## config.mk

```make
export PLATFORM = sky130hd
export DESIGN_NAME = keypad_scanner
export DESIGN_NICKNAME = d
export VERILOG_FILES = /design/src/rtl/keypad_scanner.sv
export SDC_FILE = /design/constraint.sdc
export NUM_CORES = 1
export LEC_CHECK = 0
export CORE_MARGIN = 2
export CORE_UTILIZATION = 60
export CTS_BUF_LIST = sky130_fd_sc_hd__clkbuf_16
export DETAILED_ROUTE_END_ITERATION = 8
export MAX_ROUTING_LAYER = met4
export PLACE_DENSITY = 0.95
export SYNTH_ARGS = -nofsm -noshare
export SYNTH_HDL_FRONTEND = slang
export SYNTH_SLANG_ARGS = --single-unit
```

## constraint.sdc

```tcl
create_clock -name clk -period 7.9 [get_ports clk]
set_input_delay 1.58 -clock clk [delete_from_list [all_inputs] [get_ports clk]]
set_output_delay 1.58 -clock clk [all_outputs]
set_load 0.05 [all_outputs]
```

## src/rtl/keypad_scanner.sv

```systemverilog
// keypad_scanner
//   Scans a 4x4 active-low matrix keypad with a walking-zero column strobe,
//   debounces whole-keypad frames and delivers hex key codes. Accepted nibbles
//   shift into a 16-bit word (newest in [3:0]) that can feed a four-digit
//   seven-segment display directly.
//
// Parameters
//   SCAN_DIV_BITS   prescaler width; one column step per 2**SCAN_DIV_BITS clks
//   DEBOUNCE_SCANS  identical consecutive frames needed for press/release (>=2)
//
// Ports
//   clk        in   system clock, all logic on posedge
//   rst        in   synchronous active-high reset
//   rows [3:0] in   keypad rows, active-low, asynchronous
//   clr        in   one-cycle strobe clearing data
//   cols [3:0] out  column drive, active-low, exactly one zero
//   key_code   out  last accepted key, code = row*4 + col
//   key_valid  out  one-cycle pulse on a new accepted key
//   key_held   out  high while the accepted key has not been released
//   data       out  entered digits, newest nibble in [3:0]
module keypad_scanner #(
  parameter int SCAN_DIV_BITS  = 16,
  parameter int DEBOUNCE_SCANS = 4
) (
  input  logic        clk,
  input  logic        rst,
  input  logic [3:0]  rows,
  input  logic        clr,
  output logic [3:0]  cols,
  output logic [3:0]  key_code,
  output logic        key_valid,
  output logic        key_held,
  output logic [15:0] data
);

  localparam int CW = $clog2(DEBOUNCE_SCANS + 1);

  typedef enum logic [1:0] {
    IDLE     = 2'd0,
    DEBOUNCE = 2'd1,
    HELD     = 2'd2
  } state_t;

  logic [3:0]               rows_meta;
  logic [3:0]               rows_sync;
  logic [SCAN_DIV_BITS-1:0] cnt;
  logic [1:0]               col_idx;
  logic                     tick;
  logic                     frame_end;

  // Per-frame accumulation: hit count saturates at 2 (0 = none, 1 = single, 2 = multi)
  logic [1:0]               hit_acc;
  logic [3:0]               code_acc;
  logic [2:0]               col_hits;
  logic [1:0]               col_row;
  logic [1:0]               hit_sum;
  logic [3:0]               code_sum;

  state_t                   state, state_next;
  logic [3:0]               cand, cand_next;
  logic [CW-1:0]            n_cnt, n_next;
  logic [CW-1:0]            rel_cnt, rel_next;
  logic                     accept;

  assign tick      = &cnt;
  assign frame_end = tick && (col_idx == 2'd3);
  assign cols      = ~(4'b0001 << col_idx);
  assign key_held  = (state == HELD);

  // Two-flop synchronizer, prescaler and column rotation
  always_ff @(posedge clk) begin
    if (rst) begin
      rows_meta <= 4'b1111;
      rows_sync <= 4'b1111;
      cnt       <= '0;
      col_idx   <= 2'd0;
    end else begin
      rows_meta <= rows;
      rows_sync <= rows_meta;
      cnt       <= cnt + 1'b1;
      if (tick) begin
        col_idx <= col_idx + 2'd1;
      end
    end
  end

  // Pressed rows in the currently driven column; scanning downwards leaves the lowest row
  always_comb begin
    col_hits = 3'd0;
    col_row  = 2'd0;
    for (int r = 3; r >= 0; r--) begin
      if (!rows_sync[r]) begin
        col_hits = col_hits + 3'd1;
        col_row  = 2'(r);
      end
    end
  end

  // Merge this column into the frame; the first hit found (lowest column) keeps its code
  always_comb begin
    hit_sum  = hit_acc;
    code_sum = code_acc;
    if (col_hits != 3'd0) begin
      if (hit_acc == 2'd0) begin
        code_sum = {col_row, col_idx};
        hit_sum  = (col_hits == 3'd1) ? 2'd1 : 2'd2;
      end else begin
        hit_sum  = 2'd2;
      end
    end
  end

  // Frame accumulator, cleared after the column-3 sample closes the frame
  always_ff @(posedge clk) begin
    if (rst) begin
      hit_acc  <= 2'd0;
      code_acc <= 4'd0;
    end else if (tick) begin
      if (frame_end) begin
        hit_acc  <= 2'd0;
        code_acc <= 4'd0;
      end else begin
        hit_acc  <= hit_sum;
        code_acc <= code_sum;
      end
    end
  end

  // FSM state register
  always_ff @(posedge clk) begin
    if (rst) begin
      state   <= IDLE;
      cand    <= 4'd0;
      n_cnt   <= '0;
      rel_cnt <= '0;
    end else begin
      state   <= state_next;
      cand    <= cand_next;
      n_cnt   <= n_next;
      rel_cnt <= rel_next;
    end
  end

  // FSM next state; decisions are made only on the frame-closing tick
  always_comb begin
    state_next = state;
    cand_next  = cand;
    n_next     = n_cnt;
    rel_next   = rel_cnt;
    accept     = 1'b0;
    if (frame_end) begin
      unique case (state)
        IDLE: begin
          if (hit_sum == 2'd1) begin
            state_next = DEBOUNCE;
            cand_next  = code_sum;
            n_next     = CW'(1);
          end
        end
        DEBOUNCE: begin
          if (hit_sum == 2'd1 && code_sum == cand) begin
            if (n_cnt + CW'(1) == CW'(DEBOUNCE_SCANS)) begin
              state_next = HELD;
              n_next     = '0;
              rel_next   = '0;
              accept     = 1'b1;
            end else begin
              n_next = n_cnt + CW'(1);
            end
          end else begin
            // A changed, missing or ambiguous frame abandons the candidate outright
            state_next = IDLE;
            n_next     = '0;
          end
        end
        HELD: begin
          if (hit_sum == 2'd0) begin
            if (rel_cnt + CW'(1) == CW'(DEBOUNCE_SCANS)) begin
              state_next = IDLE;
              rel_next   = '0;
            end else begin
              rel_next = rel_cnt + CW'(1);
            end
          end else begin
            // Any key activity while held restarts the release count
            rel_next = '0;
          end
        end
        default: begin
          state_next = IDLE;
        end
      endcase
    end
  end

  // Output registers; a clear coinciding with an acceptance keeps only the new digit
  always_ff @(posedge clk) begin
    if (rst) begin
      key_valid <= 1'b0;
      key_code  <= 4'd0;
      data      <= 16'h0000;
    end else begin
      key_valid <= accept;
      if (accept) begin
        key_code <= cand;
      end
      if (clr) begin
        data <= accept ? {12'h000, cand} : 16'h0000;
      end else if (accept) begin
        data <= {data[11:0], cand};
      end
    end
  end

endmodule

```

* Word-level counts from Yosys, hierarchy flattened
Index checks and enable logic that the tools add are counted.
Operators by class: order comparisons 0, multipliers 0, bitwise logic cells 1, eq/ne operators 14, muxes and demuxes 37, div/mod/pow operators 0, reductions and logical operators 14, shift operators 1, add/subtract/negate cells 7
Operator list (number):
- 16-bit two-way mux | 2
- 3-bit two-way mux | 10
- 2-bit two-way mux | 13
- 16-bit by 1-bit adder with 16-bit output, second input constant | 1
- 4-bit two-way mux | 4
- 16-bit AND reduction | 1
- 3-bit by 1-bit adder with 3-bit output, second input constant | 5
- 3-bit one-hot mux with 2 select lines | 2
- 3-bit == test, second input constant | 2
- 2-bit zero test | 3
- 2-bit inequality test, second input constant | 3
- 2-bit one-hot mux with 3 select lines | 1
- 3-bit AND reduction | 2
- 2-bit nonzero test | 3
- 1-bit two-way mux | 5
- 5-bit AND reduction | 1
- 2-bit by 1-bit == test with 1-bit output, second input constant | 2
- 2-bit == test, second input constant | 2
- 4-bit == test | 1
- 2-bit by 1-bit inequality test with 1-bit output, second input constant | 2
- 4-bit inverter | 1
- 4-bit AND reduction | 1
- 1-bit by 2-bit left shift with 4-bit output, first input constant | 1
- 3-bit by 1-bit == test with 1-bit output, second input constant | 1
- other kinds (4) | 5
Storage, ports and cells: register bits 65, word-level logic and storage cells 87, bits in latches 0, bits in writable memories 0, bits in read-only memories 0, memories kept 0

* Depth between registers and ports, before layout
Gate-level depths: netlist of the first run.
depth after elaboration 18, depth in mapped cells 14

* Least setup slack after synthesis of the first run
Ideal clock, no wire load.
path type register to register, from register rows_sync[2], to register n_cnt[2], setup slack 5.206 ns, stages on the path, launching flop included 12, path buffers 0, required time 7.833 ns, data arrival time 2.627 ns, cell sequence dfxtp_1 -> inv_1 -> ha_1 -> xnor2_1 -> ha_1 -> and2b_1 -> a31oi_1 -> nand4b_1 -> o21a_1 -> or3_1 -> a211o_1 -> a21oi_2
Between the ends: cells in the longest elaborated chain, start to end 13
Ends and longest elaborated chain:
- start: declaration | RTL line 45 | logic [3:0] rows_sync;
- start signal: assignment | RTL line 79 | rows_sync <= rows_meta;
- 3-bit two-way mux | RTL line 92 | if (!rows_sync[r]) begin
- 3-bit by 1-bit adder with 3-bit output | RTL line 93 | col_hits = col_hits + 3'd1;
- 3-bit two-way mux | RTL line 92
- 3-bit by 1-bit adder with 3-bit output | RTL line 93
- 3-bit two-way mux | RTL line 92
- 3-bit by 1-bit == test with 1-bit output | RTL line 106 | hit_sum = (col_hits == 3'd1) ? 2'd1 : 2'd2;
- 2-bit two-way mux | RTL line 106
- 2-bit two-way mux | RTL line 104 | if (hit_acc == 2'd0) begin
- 2-bit two-way mux | RTL line 103 | if (col_hits != 3'd0) begin
- 2-bit by 1-bit == test with 1-bit output | RTL line 154, 161
- 1-bit logical AND | RTL line 161 | if (hit_sum == 2'd1 && code_sum == cand) begin
- 3-bit two-way mux | RTL line 161
- 3-bit one-hot mux with 2 select lines | RTL line 152 | unique case (state)
- end signal: assignment | RTL line 139 | n_cnt <= n_next;
- end: declaration | RTL line 61 | logic [CW-1:0] n_cnt, n_next;
Parallel ways exist; a longest one is shown, timed or not. A chain may end at the register's enable or synchronous reset.

* Final worst setup path of the first run
from register col_idx[0], to output cols[3]
Between the ends: cells in the longest elaborated chain, start to end 2
Ends and longest elaborated chain:
- start: declaration | RTL line 47 | logic [1:0] col_idx;
- start signal: assignment | RTL line 82 | col_idx <= col_idx + 2'd1;
- 1-bit by 2-bit left shift with 4-bit output | RTL line 67 | assign cols = ~(4'b0001 << col_idx);
- 4-bit inverter | RTL line 67
- end: declaration | RTL line 29 | output logic [3:0] cols,
No other way between the ends.

==> results of run 1 <==
cells in the mapped netlist, types with 2 or more instances:
library cell and number:
inv_1 16, nand4b_1 2, xor2_1 8, a21boi_0 3, nand3b_1 9, clkbuf_1 12, nor3b_1 3, o22ai_1 2
nor3_1 5, a211oi_1 5, nand4_1 9, dfxtp_1 65, nor4_1 3, nand3_1 10, or3_1 6, o21a_1 4
o21ai_0 11, and3_1 3, ha_1 17, a21oi_1 32, mux2i_1 4, nor2_1 31, a22oi_1 4, nand2_1 46
nand2b_1 12, or2_2 9, xnor2_1 11, and2_1 3, buf_2 5
sequential cells by signal, indices dropped and copies added, names as in the netlist:
name,flops
n_cnt,3
key_code,4
code_acc,4
cnt,16
col_idx,2
key_valid,1
rows_meta,4
data,16
rows_sync,4
cand,4
state,2
hit_acc,2
rel_cnt,3
worst paths after layout:
check | startpoint | endpoint | slack (ps) | depth (start not counted)
min | rows_meta[3]$_SDFF_PP1_ | rows_sync[3]$_SDFF_PP1_ | 410 | 1
max reg2reg | rows_sync[2]$_SDFF_PP1_ | data[2]$_SDFFE_PP0P_ | 4480 | 9
max | col_idx[0]$_SDFFE_PP0P_ | cols[3] | 4320 | 3
min reg2reg | rows_meta[3]$_SDFF_PP1_ | rows_sync[3]$_SDFF_PP1_ | 410 | 1
metal layers:
layer,vias to the layer above,GRT usage,share of wire
met5,-,-,0
met4,0,0.109,0.019
met3,23,0.0770,0.056
met2,100,0.466,0.51
met1,1360,0.302,0.42
li1,1336,-,-
stage by stage:
stage | util | power, mW
2_1_floorplan | - | 0.373
3_3_place_gp | 0.686 | 0.379
3_5_place_dp | 0.686 | 0.381
4_1_cts | 0.744 | 0.768
5_1_grt | 0.744 | 0.787
6_report | 0.744 | 0.767
logic make-up (layout without fill, tap and decap cells):
kind of cell               count (synthesis)  in the layout  share of synthesized area
AOI/OAI and AO/OA                         71             71                      0.139
xor gates and xnor gates                  21             21                     0.0649
adders and majority gates                 17             17                     0.0673
buffers and inverters                     34             66                     0.0447
DFF                                       65             65                      0.412
muxes                                      4              4                     0.0127
and+or+nand+nor                          159            159                      0.260
final cells by class:
type,count,area [sq um]
multi-input cells,272,1720
clock inverters,7,70.1
well taps,70,87.6
repair buffers,34,335
fillers,330,1310
clock buffers,9,225
flip-flops and latches,65,1300
inverters,16,60.1
power by group:
group          switching, mW  internal (mW)
sequential           0.00259          0.331
clock                  0.147          0.244
combinational         0.0249         0.0178
==> impl_metrics.tcl, run 1 <==
set metrics [dict create \
    status "finished clean" \
    tns_ps 0 \
    fin_ws_ps 4320 \
    cts_tree "done" \
    critPathLaunchType "flop" \
    ys.warnings.count 0 \
    power_per_cell_area_nw_per_um2 202 \
    hold_viol 0 \
    synth_nets 395 \
    setup_viol 0 \
    cts_htree_levels 3 \
    grt_max_degree 58 \
    cp-end-kind "output pin" \
    ys_ff_latch 65 \
    start_util 0.619 \
    fin_crit_ps 3580 \
    cap_viol_max_count 0 \
    path_class "flop to output pin" \
    ctsResizeCount 0 \
    cp_top_family "buffers and inverters" \
    die_y_microns 76.6 \
    num_rows 26 \
    cp.required_ps 6320 \
    slew_headroom 0.373 \
    cp_num_buf_inv 2 \
    postSynthCellCount 371 \
    grt_usage 0.274 \
    fmax_mhz 279 \
    hold_buffers 0 \
    grt_first_pass_wirelength_microns 12600 \
    max_stage_delay_ps 720 \
    synth_top_area_frac 0.412 \
    die-area_sq_um 5860 \
    clkTransAtPathRegs_ps 60 \
    overflow 0 \
    core_area_sq_um 5110 \
    hold_class "flop to flop" \
    slew_viol_final 0 \
    cts.sinks 65 \
    synth-edff-count 0 \
    routabilityCongestion 0.873 \
    ctsLongestPathBuffers 2 \
    port-buffer-count 32 \
    rsz0062_at_grt "no" \
    synthArstFlopShare 0 \
    skew_ps 6.88 \
    postCtsSetupBuffers 0 \
    cp_max_fo 8 \
    die_x_microns 76.6 \
    ant_nets 0 \
    final_common_cell "dfxtp_1" \
    final_cell_mix "65 x dfxtp_1, 46 x nand2_1, 32 x a21oi_1, 32 x clkdlybuf4s50_1, 31 x nor2_1" \
    final_cell_area_sq_um 3800 \
    cts_root_buf "clkbuf_16" \
    grt_pass1_vias 2759 \
    ys_seq_area_frac 0.412 \
    area_delta_synth_final_pct 20.2 \
    synth_cell_types 50 \
    io_pins 33 \
    drtIter0Drc 218 \
    placed_area_sq_um 3500 \
    place_ws_ps 4470 \
    hpwl_microns 4630 \
    dpl.cell_count 457 \
    synthTopCellsByArea "dfxtp_1 41%, ha_1 6.7%, nand2_1 5.5%" \
    crit_path_top_delay_cell "clkdlybuf4s50_1" \
    hold_slack_ps 415 \
    syn-cell-area_sq_um 3160 \
    antenna_cells 0 \
    path_cells "ha_1, inv_1, clkdlybuf4s50_1" \
    avgViaCountPerCell 5.96 \
    vias 2819 \
    antenna_found_initial 0 \
    period_share 0.454 \
    insertion_delay_ps 330 \
    synth_top_area_cell "dfxtp_1" \
    cts_buffers 9 \
    nets 422 \
    routed_wl_microns 7520 \
    ys.flop_type "dfxtp_1" \
    routedWlPerCell_microns 15.9 \
    postSynthAreaPerCell_sq_um 8.52 \
    drive_gt1_frac 0.0769 \
    crit_arrival_ps 2000 \
    fin_cells 473 \
    worst_slew_pin_slew_ps 933 \
    leakage_nw 1.37 \
    drc_errors 0 \
    ir_worst_vdd_mv 0.143 \
    firstDrtPassIters 5 \
]
(Power assumes the default switching activity.)
==> run 2: changes to the inputs <==
- CORE_UTILIZATION: 60 -> 56
- PLACE_DENSITY: 0.95 -> 0.91
- clock period: 7.9 -> 3.7 ns (I/O delays scaled with it)
==> run 2 against run 1 <==
  * Sequential share of layout area fell by 0.090 points
  * First-iteration DRC count fell by 4.1%
  * Global-route usage fell by 1.8 points
  * Combinational power rose by 110%
  * Worst hold slack got worse by 2.6 ps
  * Core utilization fell by 4.8 points
  * Cell count rose by 0.63%
  * Routed wire length fell by 4.4%
  * Largest cell class unchanged
==> impl_metrics.tcl, run 2 (synthesized netlist as in run 1, its figures left out) <==
set metrics [dict create \
    ir_worst_vdd_mv 0.299 \
    cp_max_fo 20 \
    hpwl_microns 4540 \
    cts_root_buf "clkbuf_16" \
    slew_viol_final 0 \
    hold_buffers 0 \
    postCtsSetupBuffers 0 \
    period_share 0.890 \
    hold_class "flop to flop" \
    grt_usage 0.255 \
    power_per_cell_area_nw_per_um2 430 \
    die_x_microns 79.1 \
    drtIter0Drc 209 \
    ant_nets 0 \
    grt_max_degree 57 \
    clkTransAtPathRegs_ps 60 \
    drive_gt1_frac 0.0792 \
    final_common_cell "dfxtp_1" \
    status "finished clean" \
    ctsResizeCount 0 \
    crit_arrival_ps 3480 \
    comb_power_share 0.054 \
    routabilityCongestion 0.877 \
    io_pins 33 \
    path_class "flop to flop" \
    rsz0062_at_grt "no" \
    p_sw_uw 371 \
    switching_share 0.227 \
    ctsLongestPathBuffers 2 \
    cp.required_ps 3890 \
    num_rows 27 \
    fin_crit_ps 3290 \
    antenna_cells 0 \
    clkPwrFrac 0.510 \
    area_delta_synth_final_pct 20.5 \
    final_cell_mix "65 x dfxtp_1, 46 x nand2_1, 32 x a21oi_1, 32 x clkdlybuf4s50_1, 31 x nor2_1" \
    critPathLaunchType "flop" \
    die-area_sq_um 6260 \
    die_y_microns 79.1 \
    cts_buffers 9 \
    cts_tree "done" \
    hold_slack_ps 412 \
    p_int_mw 1.26 \
    avgViaCountPerCell 5.78 \
    grt_pass1_vias 2659 \
    setup_viol 0 \
    start_util 0.578 \
    antenna_found_initial 0 \
    core_area_sq_um 5470 \
    tns_ps 0 \
    routedWlPerCell_microns 15.1 \
    p_seq_frac 0.436 \
    drc_errors 0 \
    cts_htree_levels 3 \
    skew_ps 8.59 \
    cp-end-kind "flop" \
    grt_first_pass_wirelength_microns 12100 \
    cts.sinks 65 \
    fill_cells 399 \
    insertion_delay_ps 340 \
    worst_slew_pin_slew_ps 732 \
    nets 423 \
    vias 2753 \
    port-buffer-count 32 \
    firstDrtPassIters 6 \
    hold_viol 0 \
    leakage_nw 1.36 \
    cap_viol_max_count 0 \
    top_regs "cnt x16, data x16" \
    slew_headroom 0.511 \
    routed_wl_microns 7190 \
    overflow 0 \
    fmax_mhz 304 \
]
run 2: cell count changes in the layout (fill, tap and decap cells not counted), sizes merged:
cell and change:
clkinvlp +3, buf +1, clkinv -3
run 2: worst max-delay path, stage by stage, from the launching register on:
cell and delay [ps]:
dfxtp_1 390, inv_1 60, ha_1 350, xnor2_1 270, ha_1 300, and2b_1 160, a31oi_1 330, nand3b_1 180
nor2_1 170, nand3_1 540, nand3b_1 290, a21oi_1 100
run 2: worst paths after layout:
| path | slack, ps | cells past startpoint | start | end |
|---|---|---|---|---|
| worst max-delay path | 410 | 11 | rows_sync[2]$_SDFF_PP1_ | data[0]$_SDFFE_PP0P_ |
| worst max register to register | 410 | 11 | rows_sync[2]$_SDFF_PP1_ | data[0]$_SDFFE_PP0P_ |
| worst min register to register | 410 | 1 | rows_meta[1]$_SDFF_PP1_ | rows_sync[1]$_SDFF_PP1_ |
| worst min-delay path | 410 | 1 | rows_meta[1]$_SDFF_PP1_ | rows_sync[1]$_SDFF_PP1_ |
run 2: metrics by stage:
step                instance area, sq um  worst slack (ps)  power [mW]  cells   util
global route                        3810              31.9        1.68    476  0.696
detailed placement                  3510               574       0.812    460  0.642
global placement                    3510               685       0.809    460  0.642
finish                              3810               408        1.64    476  0.696
CTS                                 3810               459        1.64    476  0.696
floorplan                           3160              1010       0.796    371      -
run 2: power by group through the flow:
stage | Sequential (mW) | Combinational (mW) | Clock [mW]
after floorplan | 0.726 | 0.0701 | 0
after global placement | 0.727 | 0.0820 | 0
after detailed placement | 0.727 | 0.0849 | 0
after CTS | 0.712 | 0.0877 | 0.838
after global routing | 0.713 | 0.0957 | 0.874
final | 0.713 | 0.0885 | 0.835
run 2: cell type report:
type,count,area [sq um],share of cell area
multi-input cells,272,1720,0.451
flip-flops and latches,65,1300,0.342
repair buffers,35,343,0.0900
clock buffers,9,225,0.0592
well taps,72,90.1,0.0237
clock inverters,7,70.1,0.0184
inverters,16,60.1,0.0158
run 2: routing by layer:
metal,global-route usage,up-vias,wire length (microns)
met5,-,-,0
met4,0.0931,0,143
met3,0.0750,21,374
met2,0.438,94,3620
met1,0.282,1309,3050
li1,-,1329,-
==> run 3: changes to the inputs <==
- CORE_UTILIZATION: 56 -> 40
- PLACE_DENSITY: 0.91 -> 0.72
==> run 3 against run 2 <==
  * Worst setup slack better by 100 ps
  * Critical path depth fell by 2
  * Combinational power fell by 5.2%
  * Count of clock-buffer cells in the layout unchanged
  * Register-to-register slack better by 100 ps
  * Non-clock buffer count shrank 1
  * First-iteration DRC count fell by 33%
  * Highest routed layer unchanged
==> impl_metrics.tcl, run 3 (synthesized netlist as in run 1, its figures left out) <==
set metrics [dict create \
    routed_wl_microns 6130 \
    insertion_delay_ps 330 \
    slew_headroom 0.380 \
    switching_share 0.218 \
    ir_worst_vdd_mv 0.241 \
    die-area_sq_um 8630 \
    top_regs "cnt x16, data x16" \
    p_sw_uw 374 \
    power_per_cell_area_nw_per_um2 444 \
    skew_ps 4.77 \
    core_area_sq_um 7690 \
    cp-end-kind "flop" \
    antenna_cells 0 \
    tns_ps 0 \
    routabilityCongestion 0.854 \
    area_delta_synth_final_pct 22.3 \
    clkPwrFrac 0.536 \
    p_seq_frac 0.415 \
    ant_nets 0 \
    slew_viol_final 0 \
    leakage_nw 1.38 \
    max_stage_delay_ps 600 \
    hpwl_microns 4340 \
    routedWlPerCell_microns 12.1 \
    overflow 0 \
    cts_tree "done" \
    antenna_found_initial 0 \
    r2r_cells 9 \
    hold_class "flop to flop" \
    cts_buffers 9 \
    setup_viol 0 \
    start_util 0.411 \
    hold_buffers 0 \
    final_cell_mix "65 x dfxtp_1, 46 x nand2_1, 32 x a21oi_1" \
    cp.required_ps 3870 \
    drc_errors 0 \
    status "finished clean" \
    crit_arrival_ps 3360 \
    num_rows 32 \
    grt_usage 0.158 \
    port-buffer-count 32 \
    cp_max_fo 20 \
    fin_crit_ps 3190 \
    avgViaCountPerCell 5.06 \
    cts.sinks 65 \
    hold_path_depth 1 \
    p_int_mw 1.34 \
    vias 2556 \
    cap_viol_max_count 0 \
    clkTransAtPathRegs_ps 60 \
    rsz0062_at_grt "no" \
    path_cells "inv_1, ha_1, xnor3_1, or2b_1, o41ai_1, a221oi_2, nand3_1, nand3b_1, a21oi_1" \
    grt_max_degree 58 \
    fmax_mhz 313 \
    ctsResizeCount 0 \
    final_core_util 0.503 \
    final_common_cell "dfxtp_1" \
    period_share 0.863 \
    cts_htree_levels 3 \
    hold_viol 0 \
    ctsLongestPathBuffers 2 \
    drtIter0Drc 140 \
    cts_root_buf "clkbuf_16" \
    grt_first_pass_wirelength_microns 10700 \
    drive_gt1_frac 0.0819 \
    firstDrtPassIters 4 \
    comb_power_share 0.049 \
    io_pins 33 \
    postCtsSetupBuffers 0 \
    worst_slew_pin_slew_ps 930 \
    die_y_microns 92.9 \
    crit_path_top_delay_cell "xnor3_1" \
    grt_pass1_vias 2396 \
    path_class "flop to flop" \
    critPathLaunchType "flop" \
    nets 422 \
    die_x_microns 92.9 \
]
run 3: path summary, 6_finish.rpt:
kind / to / slack, ps / startpoint
max: data[2]$_SDFFE_PP0P_ / 510 / rows_sync[2]$_SDFF_PP1_
max reg2reg: data[2]$_SDFFE_PP0P_ / 510 / rows_sync[2]$_SDFF_PP1_
min reg2reg: rows_sync[2]$_SDFF_PP1_ / 410 / rows_meta[2]$_SDFF_PP1_
min: rows_sync[2]$_SDFF_PP1_ / 410 / rows_meta[2]$_SDFF_PP1_
run 3: power by group through the flow:
stage / combinational, mW / clock, mW / sequential, mW
floorplan: 0.0701 / 0 / 0.726
global placement: 0.0814 / 0 / 0.727
detailed placement: 0.0837 / 0 / 0.727
CTS: 0.0843 / 0.941 / 0.712
global route: 0.0929 / 0.970 / 0.712
finish: 0.0839 / 0.920 / 0.712
run 3: metrics by stage:
step,hold slack [ps],instance area (sq um),setup slack [ps],instances,power [mW]
floorplan,389,3160,1010,371,0.796
global placement,393,3540,621,489,0.808
detailed placement,397,3540,525,489,0.811
CTS,408,3860,474,505,1.74
global route,424,3860,210,505,1.78
finish,407,3860,508,505,1.72
run 3: cell type report:
type | instances | area [sq um]
clock buffer | 9 | 225
clock inverter | 7 | 103
fill | 738 | 3820
inverter | 16 | 60.1
multi-input combinational | 272 | 1720
sequential | 65 | 1300
tap | 102 | 128
timing repair buffer | 34 | 330
run 3: critical path, delay by kind of cell (launching register included):
| kind | cells | cell delay (ps) |
|---|---|---|
| simple gates | 3 | 1130 |
| xor+xnor | 1 | 600 |
| compound gates | 3 | 530 |
| flops | 1 | 370 |
| fa+ha+maj | 1 | 350 |
| buf+inv | 1 | 60 |
run 3: routing by layer:
| layer | share of wire | track usage | routed length (microns) |
|---|---|---|---|
| met1 | 0.48 | 0.196 | 2910 |
| met5 | 0 | - | 0 |
| met2 | 0.47 | 0.244 | 2860 |
| met4 | 0.023 | 0.0735 | 140 |
| met3 | 0.035 | 0.0374 | 214 |
